[src/rtl/pc_fetch_sequencer_pkg.sv]
// Shared types and constants for the fetch sequencer: state encoding,
// redirect payload and the redirect selection helper.
package pc_fetch_sequencer_pkg;

    localparam int unsigned XLEN              = 32;
    localparam logic [31:0] RESET_VEC_DEFAULT = 32'h0000_0000;
    localparam logic [31:0] NOP_INSTR         = 32'h0000_0013;

    typedef enum logic [1:0] {
        RESET = 2'd0,
        REQ   = 2'd1,
        WAIT  = 2'd2,
        HOLD  = 2'd3
    } fetch_state_t;

    typedef struct packed {
        logic            valid;
        logic [XLEN-1:0] target;
    } redirect_t;

    // Jump wins over a taken branch when both arrive in the same cycle.
    function automatic redirect_t select_redirect(
        input logic            jump,
        input logic [XLEN-1:0] jump_target,
        input logic            branch_taken,
        input logic [XLEN-1:0] branch_target
    );
        redirect_t r;
        r.valid  = jump | branch_taken;
        r.target = jump ? jump_target : branch_target;
        return r;
    endfunction

    function automatic logic is_aligned(input logic [XLEN-1:0] addr);
        return addr[1:0] == 2'b00;
    endfunction

endpackage

[src/rtl/pc_fetch_sequencer_if.sv]
// Fetch-stage bundle: control/redirect inputs, instruction-memory handshake
// and the decode-facing instruction outputs.
interface pc_fetch_sequencer_if #(
    parameter int unsigned XLEN = 32
);
    logic            stall_i;
    logic            branch_taken_i;
    logic [XLEN-1:0] branch_target_i;
    logic            jump_i;
    logic [XLEN-1:0] jump_target_i;

    logic            imem_req_o;
    logic [XLEN-1:0] imem_addr_o;
    logic            imem_gnt_i;
    logic            imem_rvalid_i;
    logic [31:0]     imem_rdata_i;

    logic            instr_valid_o;
    logic [31:0]     instr_o;
    logic [XLEN-1:0] instr_pc_o;
    logic [XLEN-1:0] pc_plus4_o;
    logic            misaligned_o;

    modport master (
        input  stall_i, branch_taken_i, branch_target_i, jump_i, jump_target_i,
        input  imem_gnt_i, imem_rvalid_i, imem_rdata_i,
        output imem_req_o, imem_addr_o,
        output instr_valid_o, instr_o, instr_pc_o, pc_plus4_o, misaligned_o
    );

    modport slave (
        output stall_i, branch_taken_i, branch_target_i, jump_i, jump_target_i,
        output imem_gnt_i, imem_rvalid_i, imem_rdata_i,
        input  imem_req_o, imem_addr_o,
        input  instr_valid_o, instr_o, instr_pc_o, pc_plus4_o, misaligned_o
    );
endinterface

[src/rtl/pc_fetch_sequencer_adder_32bit.sv]
// 32-bit adder used to form the sequential PC; carry-out is not needed
// because the PC wraps modulo 2^32.
module adder_32bit (
    input  logic [31:0] a,
    input  logic [31:0] b,
    input  logic        cin,
    output logic [31:0] sum
);

    assign sum = a + b + 32'(cin);

endmodule

[src/rtl/pc_fetch_sequencer.sv]
// Program-counter / instruction-fetch stage: issues req/gnt/rvalid fetches,
// presents instruction + PC to decode, handles stall, redirect and kill.
module pc_fetch_sequencer #(
    parameter int unsigned    XLEN      = pc_fetch_sequencer_pkg::XLEN,
    parameter logic [XLEN-1:0] RESET_VEC = pc_fetch_sequencer_pkg::RESET_VEC_DEFAULT
) (
    input  logic                   clk,
    input  logic                   rst_n,
    pc_fetch_sequencer_if.master   bus
);
    import pc_fetch_sequencer_pkg::*;

    fetch_state_t    state_q, state_d;
    logic [XLEN-1:0] pc_q, pc_d;
    logic [XLEN-1:0] pc_plus4;
    logic [31:0]     instr_q, instr_d;
    logic [XLEN-1:0] instr_pc_q, instr_pc_d;
    logic            valid_q, valid_d;
    logic            kill_q, kill_d;
    logic            misaligned_q, misaligned_d;

    redirect_t       redir;
    logic            redir_ok;
    logic            redir_bad;

    adder_32bit u_pc_adder (
        .a   (pc_q),
        .b   (32'd4),
        .cin (1'b0),
        .sum (pc_plus4)
    );

    // Redirects are ignored while the stage is coming out of reset.
    always_comb begin
        redir     = select_redirect(bus.jump_i, bus.jump_target_i,
                                    bus.branch_taken_i, bus.branch_target_i);
        redir_ok  = 1'b0;
        redir_bad = 1'b0;
        if (state_q != RESET && redir.valid) begin
            redir_ok  = is_aligned(redir.target);
            redir_bad = ~is_aligned(redir.target);
        end
    end

    always_ff @(posedge clk) begin
        if (!rst_n) begin
            state_q <= RESET;
        end else begin
            state_q <= state_d;
        end
    end

    always_comb begin
        state_d = state_q;
        unique case (state_q)
            RESET: state_d = REQ;
            REQ:   if (bus.imem_gnt_i) state_d = WAIT;
            WAIT: begin
                // A killed or redirected response is dropped and fetch restarts.
                if (bus.imem_rvalid_i) begin
                    state_d = (kill_q || redir_ok) ? REQ : HOLD;
                end
            end
            HOLD:  if (redir_ok || !bus.stall_i) state_d = REQ;
            default: state_d = RESET;
        endcase
    end

    always_comb begin
        bus.imem_req_o    = (state_q == REQ);
        bus.imem_addr_o   = pc_q;
        bus.pc_plus4_o    = pc_plus4;
        bus.instr_valid_o = valid_q;
        bus.instr_o       = instr_q;
        bus.instr_pc_o    = instr_pc_q;
        bus.misaligned_o  = misaligned_q;
    end

    // Datapath next-values: PC selection, capture of returned data, kill tracking.
    always_comb begin
        pc_d         = pc_q;
        instr_d      = instr_q;
        instr_pc_d   = instr_pc_q;
        valid_d      = valid_q;
        kill_d       = kill_q;
        misaligned_d = redir_bad;

        unique case (state_q)
            RESET: begin
                kill_d  = 1'b0;
                valid_d = 1'b0;
            end
            REQ: begin
                if (redir_ok) begin
                    pc_d    = redir.target;
                    valid_d = 1'b0;
                    kill_d  = bus.imem_gnt_i;
                end
            end
            WAIT: begin
                if (redir_ok) begin
                    pc_d    = redir.target;
                    valid_d = 1'b0;
                end
                if (bus.imem_rvalid_i) begin
                    kill_d = 1'b0;
                    if (!kill_q && !redir_ok) begin
                        instr_d    = bus.imem_rdata_i;
                        instr_pc_d = pc_q;
                        valid_d    = 1'b1;
                    end
                end else if (redir_ok) begin
                    kill_d = 1'b1;
                end
            end
            HOLD: begin
                kill_d = 1'b0;
                if (redir_ok) begin
                    pc_d    = redir.target;
                    valid_d = 1'b0;
                end else if (!bus.stall_i) begin
                    pc_d    = pc_plus4;
                    valid_d = 1'b0;
                end
            end
            default: begin
                kill_d  = 1'b0;
                valid_d = 1'b0;
            end
        endcase
    end

    always_ff @(posedge clk) begin
        if (!rst_n) begin
            pc_q         <= RESET_VEC;
            instr_q      <= NOP_INSTR;
            instr_pc_q   <= RESET_VEC;
            valid_q      <= 1'b0;
            kill_q       <= 1'b0;
            misaligned_q <= 1'b0;
        end else begin
            pc_q         <= pc_d;
            instr_q      <= instr_d;
            instr_pc_q   <= instr_pc_d;
            valid_q      <= valid_d;
            kill_q       <= kill_d;
            misaligned_q <= misaligned_d;
        end
    end

endmodule

[src/flat_wrapper.sv]
// flat-port wrapper written by rule: the top's interface ports become plain ports
module pc_fetch_sequencer_flat import pc_fetch_sequencer_pkg::*;
#(
    parameter int unsigned    XLEN      = pc_fetch_sequencer_pkg::XLEN,
    parameter logic [XLEN-1:0] RESET_VEC = pc_fetch_sequencer_pkg::RESET_VEC_DEFAULT
)
  (clk, rst_n, bus_stall_i, bus_branch_taken_i, bus_branch_target_i, bus_jump_i, bus_jump_target_i, bus_imem_gnt_i, bus_imem_rvalid_i, bus_imem_rdata_i, bus_imem_req_o, bus_imem_addr_o, bus_instr_valid_o, bus_instr_o, bus_instr_pc_o, bus_pc_plus4_o, bus_misaligned_o);
  pc_fetch_sequencer_if #(.XLEN(XLEN)) bus_i ();
  input  logic clk;
  input  logic rst_n;
  input wire logic [$bits(bus_i.stall_i)-1:0] bus_stall_i;
  input wire logic [$bits(bus_i.branch_taken_i)-1:0] bus_branch_taken_i;
  input wire logic [$bits(bus_i.branch_target_i)-1:0] bus_branch_target_i;
  input wire logic [$bits(bus_i.jump_i)-1:0] bus_jump_i;
  input wire logic [$bits(bus_i.jump_target_i)-1:0] bus_jump_target_i;
  input wire logic [$bits(bus_i.imem_gnt_i)-1:0] bus_imem_gnt_i;
  input wire logic [$bits(bus_i.imem_rvalid_i)-1:0] bus_imem_rvalid_i;
  input wire logic [$bits(bus_i.imem_rdata_i)-1:0] bus_imem_rdata_i;
  output wire logic [$bits(bus_i.imem_req_o)-1:0] bus_imem_req_o;
  output wire logic [$bits(bus_i.imem_addr_o)-1:0] bus_imem_addr_o;
  output wire logic [$bits(bus_i.instr_valid_o)-1:0] bus_instr_valid_o;
  output wire logic [$bits(bus_i.instr_o)-1:0] bus_instr_o;
  output wire logic [$bits(bus_i.instr_pc_o)-1:0] bus_instr_pc_o;
  output wire logic [$bits(bus_i.pc_plus4_o)-1:0] bus_pc_plus4_o;
  output wire logic [$bits(bus_i.misaligned_o)-1:0] bus_misaligned_o;
  assign bus_i.stall_i = bus_stall_i;
  assign bus_i.branch_taken_i = bus_branch_taken_i;
  assign bus_i.branch_target_i = bus_branch_target_i;
  assign bus_i.jump_i = bus_jump_i;
  assign bus_i.jump_target_i = bus_jump_target_i;
  assign bus_i.imem_gnt_i = bus_imem_gnt_i;
  assign bus_i.imem_rvalid_i = bus_imem_rvalid_i;
  assign bus_i.imem_rdata_i = bus_imem_rdata_i;
  assign bus_imem_req_o = bus_i.imem_req_o;
  assign bus_imem_addr_o = bus_i.imem_addr_o;
  assign bus_instr_valid_o = bus_i.instr_valid_o;
  assign bus_instr_o = bus_i.instr_o;
  assign bus_instr_pc_o = bus_i.instr_pc_o;
  assign bus_pc_plus4_o = bus_i.pc_plus4_o;
  assign bus_misaligned_o = bus_i.misaligned_o;
  pc_fetch_sequencer #(.XLEN(XLEN), .RESET_VEC(RESET_VEC)) u_core (.clk(clk), .rst_n(rst_n), .bus(bus_i));
endmodule
[config.mk]
export PLATFORM = sky130hd
export DESIGN_NAME = pc_fetch_sequencer_flat
export DESIGN_NICKNAME = d
export VERILOG_FILES = /design/src/rtl/pc_fetch_sequencer_pkg.sv /design/src/rtl/pc_fetch_sequencer_if.sv /design/src/rtl/pc_fetch_sequencer_adder_32bit.sv /design/src/rtl/pc_fetch_sequencer.sv /design/src/flat_wrapper.sv
export SDC_FILE = /design/constraint.sdc
export NUM_CORES = 1
export LEC_CHECK = 0
export CAP_MARGIN = 10
export CORE_UTILIZATION = 39
export DETAILED_ROUTE_END_ITERATION = 6
export PLACE_DENSITY_LB_ADDON = 0.25
export SYNTH_ARGS = -nofsm -noshare
export SYNTH_HDL_FRONTEND = slang
export SYNTH_SLANG_ARGS = --single-unit
export TNS_END_PERCENT = 100
[constraint.sdc]
create_clock -name clk -period 2 [get_ports clk]
set_clock_uncertainty 0.05 [all_clocks]
set_input_delay 0.2 -clock clk [delete_from_list [all_inputs] [get_ports clk]]
set_output_delay 0.2 -clock clk [all_outputs]
set_load 0.01 [all_outputs]
---- Yosys cells after proc, flatten, opt, wreduce, memory -nomap -nowiden ----
Index checks and enable logic that the tools add are counted.
operators by class
  bitwise gates (word level) .............. 2
  reductions and logical operators ........ 18
  muxes and demuxes ....................... 21
  add/sub/neg operators ................... 1
  equality and inequality tests ........... 10
operators with widths
  cell                   count
  $mux 32                4
  $pmux 32 s2            1
  $add 32x3->32 const B  1
  $mux 1                 9
  $reduce_and 3->1       3
  $mux 2                 4
  $pmux 2 s4             1
  $ne 2x1->1 const B     3
  $ne 3x2->1 const B     2
  $eq 2x2->1 const B     2
  $logic_not 2->1        2
  $ne 2x2->1 const B     2
  $pmux 1 s4             1
  $reduce_and 2->1       2
  $reduce_bool 2->1      2
  $reduce_or 2->1        2
  $logic_not 1->1        3
  $pmux 1 s3             1
  $eq 2x1->1 const B     1
  $logic_and 1x1->1      2
  $logic_or 1x1->1       2
  $not 1->1              1
  $or 1x1->1             1
word-level totals
  output and inout port bits .............. 131
  input port bits ......................... 103
  register bits ........................... 101
  logic and storage cells ................. 59

---- Logic depth before layout (Yosys ltp) ----
Gate-level depths: netlist of run 1.
  depth after elaboration ................. 8
  gate-level depth with buffers ........... 9
  mapped depth without buffers ............ 7

---- Hierarchy ----
A second synthesis of run 1 with hierarchy kept.
unflattened totals
  cell total of the unflattened synthesis .. 745
  area, all modules ....................... 6344.8 µm²
by module, submodules not included
  module              cells an instance  area an instance (µm²)  sequential area each (µm²)  times used
  pc_fetch_sequencer  488                4520.6                  2021.9                      1
  adder_32bit         257                1824.2                  0.0                         1

---- Least setup slack after synthesis of run 1 ----
OpenSTA, ideal clock, no wires.
  path type ............................... register -> output
  from .................................... reg u_core.pc_q[2], in the netlist u_core.bus.imem_addr_o[2]
  to ...................................... out bus_pc_plus4_o[26]
  cell stages (with the launch flop) ...... 8
  buffers on the path ..................... 1
  data arrival time ....................... 1.906 ns
  setup slack ............................. -0.156 ns
  cell sequence ........................... dfxtp_1 ha_1 nand3_2 or2_2 clkbuf_1 nor3_2 nand2_1 xnor2_1
between the ends
  word-level cells in the longest chain between the ends .. 1
ends and longest elaborated chain
  item                    RTL line                              RTL
  start, declared         pc_fetch_sequencer.sv:14              logic [XLEN-1:0] pc_q, pc_d;
  start signal, assigned  pc_fetch_sequencer.sv:142             pc_q <= pc_d;
  $add 32x3->32           pc_fetch_sequencer_adder_32bit.sv:10  assign sum = a + b + 32'(cin);
  end, declared           flat_wrapper.sv:24                    output wire logic [$bits(bus_i.pc_plus4_o)-1:0] bus_pc_plus4_o;
Every way passes these cells.

---- Worst setup path after layout of run 1 ----
  from .................................... reg u_core.pc_q[13], in the netlist u_core.bus.imem_addr_o[13]
  to ...................................... out bus_pc_plus4_o[30]
The elaborated chain is that of the path after synthesis.

==> results of run 1 <==
[synthesized netlist by cell type, drive strengths merged, types with 3 or more instances]
| master | n |
|---|---|
| a211oi | 5 |
| nor3 | 20 |
| nor2b | 3 |
| o211a | 4 |
| clkbuf | 23 |
| nor2 | 24 |
| and3 | 7 |
| nand2 | 157 |
| o21a | 13 |
| ha | 6 |
| o211ai | 14 |
| nand4 | 10 |
| mux2i | 22 |
| xnor2 | 17 |
| inv | 18 |
| buf | 32 |
| a311oi | 4 |
| o22ai | 3 |
| a221oi | 4 |
| o32ai | 3 |
| xor2 | 11 |
| or3 | 3 |
| nor4 | 7 |
| a31oi | 14 |
| a21oi | 86 |
| nand3 | 24 |
| dfxtp | 101 |
| mux2 | 9 |
| or4 | 3 |
| o21ai | 27 |
[kinds of logic after synthesis]
logic type                 Yosys count  share of synthesized area
AOI/OAI and AO/OA                  198                     0.2276
xor gates and xnor gates            28                    0.04411
adders and majority gates            6                    0.01350
buffers and inverters               73                    0.05964
DFF                                101                     0.3637
muxes                               31                    0.05784
and+or+nand+nor                    268                     0.2336
[worst max path at each step]
stage	endpoint	slack [ns]	start	cells after the start
2_1_floorplan	bus_pc_plus4_o[26]	-0.05	u_core.bus.imem_addr_o[2]$_SDFFE_PN0P_	7
3_3_place_gp	bus_pc_plus4_o[26]	-0.37	u_core.bus.imem_addr_o[18]$_SDFFE_PN0P_	6
3_5_place_dp	bus_pc_plus4_o[28]	-0.36	u_core.bus.imem_addr_o[3]$_SDFFE_PN0P_	8
4_1_cts	bus_pc_plus4_o[30]	-0.33	u_core.bus.imem_addr_o[18]$_SDFFE_PN0P_	6
5_1_grt	bus_pc_plus4_o[28]	-0.31	u_core.bus.imem_addr_o[11]$_SDFFE_PN0P_	8
6_report	bus_pc_plus4_o[30]	-0.24	u_core.bus.imem_addr_o[13]$_SDFFE_PN0P_	6
[per-layer routing]
layer | GRT usage | up-vias | share of wire
met4 | 0.1204 | 0 | 0.031
met3 | 0.04746 | 66 | 0.074
li1 | - | 3203 | -
met2 | 0.4709 | 326 | 0.48
met5 | 0 | - | 0
met1 | 0.3531 | 3127 | 0.41
[tightest hold or removal path, cell delays in order]
cell	delay, ns
clkdlybuf4s50_1	0.39
nand2_1	0.05
a21oi_1	0.05
[repair_timing]
action / in CTS / in global routing
endpoints found under the setup margin: 49 / 111
resized for setup: 167 / 62
buffers inserted: 24 / 16
cloned: 2 / 2
pin swaps: 26 / 37
hold endpoints to repair: 0 / 0
[through the flow]
stage | setup TNS (ns) | cells | util | setup slack [ns]
finish | -3.485 | 1243 | 0.7207 | -0.2373
CTS | -3.308 | 1228 | 0.6921 | -0.3262
detailed placement | -19.11 | 1188 | 0.6431 | -0.3640
global route | -5.098 | 1243 | 0.7207 | -0.3117
global placement | -17.75 | 1188 | 0.6431 | -0.3689
floorplan | -0.06879 | 705 | - | -0.04632
[where the power goes]
| group | switching [uW] | total [uW] | leakage [uW] | internal, uW |
|---|---|---|---|---|
| Sequential | 101 | 2230 | 0.000826 | 2130 |
| Clock | 779 | 1620 | 0.000124 | 837 |
| Combinational | 966 | 1990 | 0.00307 | 1020 |
[area by class of cell]
cell class,instances,area share
Tap cell,180,0.02251
Multi-Input combinational cell,532,0.3699
Clock buffer,9,0.02251
Clock inverter,5,0.003752
Inverter,18,0.006754
Sequential cell,101,0.2050
Timing Repair Buffer,398,0.3696
[sequential cells by signal, summed over array words and instances, names as in the netlist]
signal,flops
u_core.bus.imem_addr_o,32
u_core.state_q,2
u_core.kill_q,1
u_core.bus.misaligned_o,1
u_core.bus.instr_valid_o,1
u_core.bus.instr_pc_o,32
u_core.bus.instr_o,32
==> impl_metrics.csv, run 1 <==
group,metric,value,unit
sta,slew_violations,0,
layout,seqCellArea,0.002051,mm^2
die,die_area,0.01474,mm^2
yosys,synth.distinct_cells,73,
sta,finalHoldViolations,0,
sta,holdWs,0.3431,ns
yosys,syn-cell-area,0.005559,mm^2
worst_setup_path,reg2reg_depth,9,
die,die_h,121.4,um
sta,min_period,2.237,ns
power_and_ir_drop,total_power,5837,uW
layout,design_area,0.01000,mm^2
clocking,hold_buffers,0,
layout,layout_common_cells,"204 x clkdlybuf4s50_1, 149 x nand2_1, 132 x buf_4",
sta,worst_pin_slew,0.4052,ns
yosys,netlist_top_cells_area,"dfxtp_1 36%, nand2_1 10%, a21oi_1 7.6%",
clocking,cts.clk_slew.worst_paths,0.07,ns
layout,final_layout_size_suffix_gt1_frac,0.3067,
worst_setup_path,crit-reg2reg-capture,"u_core.bus.imem_addr_o[28]$_SDFFE_PN0P_",
power_and_ir_drop,power_leakage,0.004021,uW
die,fp-row-count,43,
outcome,violations,"setup timing",
worst_setup_path,worstSetupStartpointType,"flip-flop",
clocking,cts_made_buffers,9,
worst_setup_path,r2r-start,"u_core.bus.imem_addr_o[11]$_SDFFE_PN0P_",
clocking,cts-root-buf,"clkbuf_16",
yosys,synth_top_area_share,0.3637,
drt,first_pass_iters,5,
power_and_ir_drop,p_per_area,583.5,mW/mm^2
worst_setup_path,cp_slowest_stage_delay,0.56,ns
sta,fmax,447.0,MHz
worst_setup_path,cp_cell_sequence,"nand2_4 -> or4_4 -> nor3_4 -> nand3_2 -> xnor2_2 -> buf_2",
drt,routedWlPerCell,17.49,um
placement,place.gp.congestion,0.8745,
global_route,overflow,0,
global_route,grt_usage,0.2810,
worst_setup_path,r2r_slack,-0.18,ns
min_path,min_from,"bus_imem_rdata_i[18]",
worst_setup_path,cp.required,1.75,ns
placement,portBuffers,233,
power_and_ir_drop,peakVddDrop,411.5,uV
placement,dp_hpwl,14580,um
yosys,async_flop_share,0,
clocking,clockBufferDepth,2,
yosys,postSynthCellCount,705,
layout,layout_commonest_cell,"clkdlybuf4s50_1",
run,drv_cap,0,
yosys,syn_nets,814,
die,start_util,0.4005,
global_route,grt_first_pass_wirelength,32350,um
min_path,holdPathStages,3,
min_path,worstHoldEndpoint,"u_core.bus.instr_o[18]$_SDFFE_PN0P_",
layout,syn_to_final_growth,79.95,%
clocking,cts_tree,"yes",
yosys,ys_seq_area_frac,0.3637,
clocking,clock-sinks,101,
die,core-area,0.01388,mm^2
layout,antenna_cells,0,
drt,vias,6722,
drt,remaining_drc_errors,0,
sta,finalCritPeriodShare,1.119,
worst_setup_path,crit_fanout,2,
global_route,antenna_found_initial,0,
die,die_w,121.4,um
drt,wirelength,21740,um
yosys,synth.largest_area_cell,"dfxtp_1",
worst_setup_path,criticalPathCategory,"reg -> out",
placement,place_area,0.008927,mm^2
drt,drtIter0Drc,493,
worst_setup_path,critPathSlowestCell,"or4_4",
sta,relSlewSlack,0.7221,
worst_setup_path,crit_arrival,1.99,ns
sta,setup_ws,-0.2373,ns
yosys,synth_edf_count,0,
layout,nets,1169,
drt,viasPerCell,5.408,
yosys,syn_area_per_cell,7.885,um^2
layout,multiInputGateArea,0.003700,mm^2
worst_setup_path,cp_num_buf_inv,1,
sta,rsz0062_at_grt,"yes",
drt,antenna_left,0,
clocking,htreeDepth,3,
global_route,grt_max_degree,38,
global_route,grt_pass1_vias,6247,
sta,finalSetupViolCount,23,
clocking,clk_latency,0.35,ns
worst_setup_path,cp_top_family,"simple AND/OR/NAND/NOR gates",
min_path,hold_class,"in -> reg",
yosys,yosys_most_used_dff,"dfxtp_1",
yosys,synth-seq-cells,101,
yosys,ys_warn_count,0,
layout,fillers,1062,
outcome,outcome,"complete, but fails checks",
worst_setup_path,end_kind,"output pin",
die,io_pins,234,
Note: power is estimated with default switching activity, not from simulation.
==> inputs of run 2 (changes only) <==
GPL_ROUTABILITY_DRIVEN = 0   (was not set)
==> results of run 2 <==
The final DEF is identical to that of run 1; final timing and power are the same.
==> inputs of run 3 (changes only) <==
CAP_MARGIN = not set   (was 10)
==> results of run 3 <==
The final DEF is identical to that of run 1; final timing and power are the same.
